$ cat config.mk
export PLATFORM = sky130hd
export DESIGN_NAME = serial_subtractor
export DESIGN_NICKNAME = d
export VERILOG_FILES = /design/src/rtl/serial_sub_pkg.sv /design/src/rtl/serial_subtractor_fs_bit.sv /design/src/rtl/serial_subtractor.sv
export SDC_FILE = /design/constraint.sdc
export NUM_CORES = 1
export LEC_CHECK = 0
export CAP_MARGIN = 20
export CORE_MARGIN = 10
export CORE_UTILIZATION = 50
export CTS_BUF_LIST = sky130_fd_sc_hd__clkbuf_8
export DETAILED_ROUTE_END_ITERATION = 10
export GPL_TIMING_DRIVEN = 0
export HOLD_SLACK_MARGIN = 0.1
export MAX_ROUTING_LAYER = met4
export PLACE_DENSITY = 0.78
export SYNTH_ARGS = -nofsm -noshare
export SYNTH_HDL_FRONTEND = slang
export SYNTH_SLANG_ARGS = --single-unit
$ cat constraint.sdc
create_clock -name clk -period 1.6 [get_ports clk]
set_input_delay 0.32 -clock clk [delete_from_list [all_inputs] [get_ports clk]]
set_output_delay 0.32 -clock clk [all_outputs]
set_load 0.02 [all_outputs]
$ cat src/rtl/serial_sub_pkg.sv
// Shared definitions for the bit-serial subtractor: FSM state encoding and
// the helper that derives the bit-counter width from the operand width.
package serial_sub_pkg;

    // Sequencer states, 2-bit encoding
    typedef enum logic [1:0] {
        IDLE = 2'd0,
        RUN  = 2'd1,
        DONE = 2'd2
    } state_t;

    localparam int DEFAULT_WIDTH = 8;

    // Counter width able to hold the values 0..w
    function automatic int cnt_width(input int w);
        return $clog2(w + 1);
    endfunction

endpackage

$ cat src/rtl/serial_subtractor_fs_bit.sv
// One-bit full subtractor: d = x - y - bin, with borrow out.
module fs_bit (
    input  logic x,
    input  logic y,
    input  logic bin,
    output logic d,
    output logic bout
);

    // Difference bit and borrow generation/propagation
    always_comb begin
        d    = x ^ y ^ bin;
        bout = (~x & y) | (~(x ^ y) & bin);
    end

endmodule

$ cat src/rtl/serial_subtractor.sv
// Bit-serial subtractor: diff = a - b, LSB first, one bit per clock, using a
// single full-subtractor cell and a borrow flip-flop.
// Optional macro SERIAL_SUB_OVF_EN adds the signed-overflow output ovf.
module serial_subtractor
    import serial_sub_pkg::*;
#(
    parameter int WIDTH = DEFAULT_WIDTH
) (
    input  logic             clk,
    input  logic             rst_n,
    input  logic             start,
    input  logic [WIDTH-1:0] a,
    input  logic [WIDTH-1:0] b,
    output logic             busy,
    output logic             done,
    output logic [WIDTH-1:0] diff,
    output logic             borrow_out
`ifdef SERIAL_SUB_OVF_EN
    ,
    output logic             ovf
`endif
);

    localparam int CNT_W = cnt_width(WIDTH);

    state_t             state_reg;
    logic [WIDTH-1:0]   sa_reg;
    logic [WIDTH-1:0]   sb_reg;
    logic [WIDTH-1:0]   diff_reg;
    logic [CNT_W-1:0]   cnt_reg;
    logic               br_reg;
    logic               borrow_out_reg;
    logic               busy_reg;
    logic               done_reg;
`ifdef SERIAL_SUB_OVF_EN
    logic               ovf_reg;
`endif

    logic               bit_d;
    logic               br_next;

    // The single serial step: current LSBs of both operands plus stored borrow
    fs_bit u_fs_bit (
        .x    (sa_reg[0]),
        .y    (sb_reg[0]),
        .bin  (br_reg),
        .d    (bit_d),
        .bout (br_next)
    );

    // Sequencer, operand/result shift registers, bit counter and registered outputs
    always_ff @(posedge clk or negedge rst_n) begin
        if (!rst_n) begin
            state_reg      <= IDLE;
            sa_reg         <= '0;
            sb_reg         <= '0;
            diff_reg       <= '0;
            cnt_reg        <= '0;
            br_reg         <= 1'b0;
            borrow_out_reg <= 1'b0;
            busy_reg       <= 1'b0;
            done_reg       <= 1'b0;
`ifdef SERIAL_SUB_OVF_EN
            ovf_reg        <= 1'b0;
`endif
        end else begin
            case (state_reg)
                IDLE: begin
                    done_reg <= 1'b0;
                    if (start) begin
                        sa_reg    <= a;
                        sb_reg    <= b;
                        br_reg    <= 1'b0;
                        cnt_reg   <= '0;
                        busy_reg  <= 1'b1;
                        state_reg <= RUN;
                    end
                end
                RUN: begin
                    // Result bits enter at the MSB so the first bit ends up at bit 0
                    diff_reg <= {bit_d, diff_reg[WIDTH-1:1]};
                    sa_reg   <= sa_reg >> 1;
                    sb_reg   <= sb_reg >> 1;
                    br_reg   <= br_next;
                    cnt_reg  <= cnt_reg + CNT_W'(1);
                    if (cnt_reg == CNT_W'(WIDTH - 1)) begin
                        borrow_out_reg <= br_next;
`ifdef SERIAL_SUB_OVF_EN
                        // Borrow into vs. out of the MSB step differ on signed overflow
                        ovf_reg        <= br_reg ^ br_next;
`endif
                        done_reg       <= 1'b1;
                        state_reg      <= DONE;
                    end
                end
                DONE: begin
                    done_reg  <= 1'b0;
                    busy_reg  <= 1'b0;
                    state_reg <= IDLE;
                end
                default: begin
                    done_reg  <= 1'b0;
                    busy_reg  <= 1'b0;
                    state_reg <= IDLE;
                end
            endcase
        end
    end

    assign busy       = busy_reg;
    assign done       = done_reg;
    assign diff       = diff_reg;
    assign borrow_out = borrow_out_reg;
`ifdef SERIAL_SUB_OVF_EN
    assign ovf        = ovf_reg;
`endif

endmodule

==> results.py <==
metrics = {
    "cts": {
        "root_buffer": "clkbuf_8",
        "ctsHtreeMaxLevel": 2,
        "clock-sinks": 34,
        "cts_setup_buffers": 0,
        "cts_buffer_depth": 2,
        "cts_buffers": 5,
        "clk_pin_slew_ns": 0.07,
        "clock_latency_ns": 0.28,
        "cts_tree": "built",
    },
    "floorplan": {
        "die_y_um": 73.9,
        "core_area_mm2": 0.00276,
        "core.rowCount": 19,
        "initial_core_util_pct": 52.6,
        "dieArea_mm2": 0.00546,
        "io_pins": 30,
        "die_x_um": 73.9,
    },
    "final_layout": {
        "final_layout_size_suffix_gt1_share_pct": 10.6,
        "nNetsFinal": 200,
        "insertedDiodeCount": 0,
        "regArea_um2": 851,
        "fillers": 253,
        "design_area_mm2": 0.00189,
        "area_delta_synth_final_pct": 30.3,
        "final_core_util_pct": 68.6,
        "final_cells": 211,
        "multi_input_area_um2": 536,
    },
    "critical_path": {
        "path_cells": "clkdlybuf4s50_1",
        "cp.required_ns": 1.28,
        "reg2reg_slack_ns": 0.30,
        "critPathMaxStageDelay_ns": 0.60,
        "cp.arrival_ns": 1.22,
        "crit_family": "buffers and inverters",
        "critPathBufInv": 1,
        "reg2reg_to": "sb_reg[5]$_DFFE_PN0P_",
        "end_kind": "primary output",
        "reg2reg_from": "state_reg[0]$_DFFE_PN0P_",
        "crit_type": "flop to primary output",
        "cp-start-kind": "flop",
        "cp_max_fo": 2,
        "cp_slowest_cell": "clkdlybuf4s50_1",
        "r2r_cells": 4,
    },
    "placement": {
        "placed_cell_area_mm2": 0.00178,
        "place.gp.congestion": 0.774,
        "hpwl_um": 2430,
        "dpl_worst_slack_ns": -0.0953,
        "portBuffers": 29,
        "dp.cells": 203,
    },
    "global_routing": {
        "grt_usage_pct": 13.6,
        "grt_pass1_wl_um": 5640,
        "grt_pass1_vias": 1268,
        "antenna_found_initial": 0,
        "grt_max_degree": 35,
        "overflow": 0,
    },
    "pwr": {
        "vdd_drop_max_v": 0.00138,
        "power_leakage_nw": 0.935,
        "p_per_area_mw_per_mm2": 1810,
    },
    "timing": {
        "slew_headroom_pct": 51.6,
        "finalCritPeriodShare_pct": 96.4,
        "tns_ns": 0,
        "drv_slew": 0,
        "max_freq_ghz": 0.648,
        "timing.final.ws_setup_ns": 0.0574,
        "finClkSkew_ns": 0.00700,
        "setup_viol": 0,
        "worstMarginPinSlew_ns": 0.727,
        "rsz0062_at_grt": "false",
        "hold_viol_final": 0,
        "period_minus_slack_ns": 1.54,
    },
    "yosys": {
        "synth-seq-cells": 34,
        "syn_inst": 143,
        "ys_top_cells_by_area": "dfrtp_1, nand2_1, a22oi_1",
        "yosysTopAreaCell": "dfrtp_1",
        "synth_top_area_share_pct": 58.6,
        "yosysUniqueCellTypes": 26,
        "syn-mean-instance-area_um2": 10.1,
        "synth-seq-area-share_pct": 58.6,
        "syn_nets": 164,
        "netlist_area_mm2": 0.00145,
        "ys_warn_count": 0,
    },
    "run": {
        "cap_violations": 0,
    },
    "drt": {
        "ant_nets": 0,
        "drc_errors": 0,
        "drt_iter0_markers": 57,
        "viasPerCell": 5.47,
        "drt-pass1-iter-count": 4,
        "wl_per_cell_um": 15.2,
        "vias": 1155,
        "drt_wl_total_um": 3210,
    },
    "run_status": {
        "status": "finished, final reports clean",
    },
    "hold_path": {
        "hold_class": "primary input to async pin",
    },
}
cells in the mapped netlist:
master	n
o21ai_1	1
clkbuf_1	2
nand3b_1	1
o21bai_1	1
nand3_1	1
fa_1	1
o21ai_0	16
ha_1	1
nor2b_2	1
a22oi_1	13
inv_1	4
dfrtp_1	34
buf_2	4
a22o_1	4
and3b_1	1
mux2_2	1
nor2b_1	2
o31ai_1	1
a41oi_1	1
nor2_1	4
nand2b_4	1
nand2_1	40
a211oi_1	1
a21oi_1	3
buf_4	3
or2_0	1
repair_timing:
action | 4_1_cts | 5_1_grt
endpoints found under the setup margin | 5 | 5
resized for setup | 5 | 5
cloned | 0 | 0
hold buffers | 0 | 0
power breakdown:
part           internal [mW]  total (mW)  switching, mW
clock                  0.458       0.753          0.296
combinational          0.550        1.27          0.716
sequential              1.19        1.41          0.213
total                   2.20        3.43           1.22
routing by layer:
metal | global-route usage [%] | part of all wire [%] | up-vias
li1 | - | - | 561
met1 | 15.0 | 43 | 552
met2 | 21.0 | 47 | 34
met3 | 5.11 | 6.8 | 8
met4 | 7.04 | 2.5 | 0
met5 | - | 0 | -
kinds of logic (layout without fill, tap and decap cells):
logic type	after synthesis	in the layout	share of synthesized area, %
and+or+nand+nor	52	52	15.7
AOI/OAI and AO/OA	41	41	18.2
DFF	34	34	58.6
buffers and inverters	13	50	4.48
adders and majority gates	2	2	2.24
muxes	1	1	0.776
layout make-up:
| type | instances | share of cell area [%] |
|---|---|---|
| Buffer | 9 | 2.65 |
| Clock buffer | 5 | 3.64 |
| Clock inverter | 3 | 2.12 |
| Inverter | 4 | 0.794 |
| Multi-Input combinational cell | 96 | 28.3 |
| Sequential cell | 34 | 45.0 |
| Tap cell | 31 | 2.05 |
| Timing Repair Buffer | 29 | 15.4 |
how the worst max path moves through the flow:
stage,from,endpoint,slack (ns),depth (start not counted)
global route,busy$_DFFE_PN0P_,busy,0.02,1
global placement,rst_n,busy$_DFFE_PN0P_,-0.42,1
detailed placement,start,sb_reg[0]$_DFFE_PN0P_,-0.1,5
finish,busy$_DFFE_PN0P_,busy,0.06,1
CTS,diff[3]$_DFFE_PN0P_,diff[3],0.002,1
floorplan,cnt_reg[0]$_DFFE_PN0P_,cnt_reg[2]$_DFFE_PN0P_,0.44,3
cell usage in the layout (no fill, tap or decap), drive strengths merged, types with 2 or more instances in the layout:
| cell | count |
|---|---|
| clkbuf | 7 |
| nand2 | 40 |
| clkdlybuf4s50 | 18 |
| dfrtp | 34 |
| clkinv | 2 |
| dlygate4sd2 | 5 |
| a21oi | 3 |
| o21ai | 17 |
| nor2b | 3 |
| nor2 | 4 |
| inv | 4 |
| dlymetal6s2s | 5 |
| a22oi | 13 |
| a22o | 4 |
| buf | 8 |
per-stage QoR:
stage	total power [mW]	hold WS, ns
finish	3.43	0.0921
global route	3.71	0.146
CTS	3.49	0.114
detailed placement	2.77	0.422
global placement	2.69	0.460
floorplan	2.21	0.0244
Note: power is estimated with default switching activity, not from simulation.
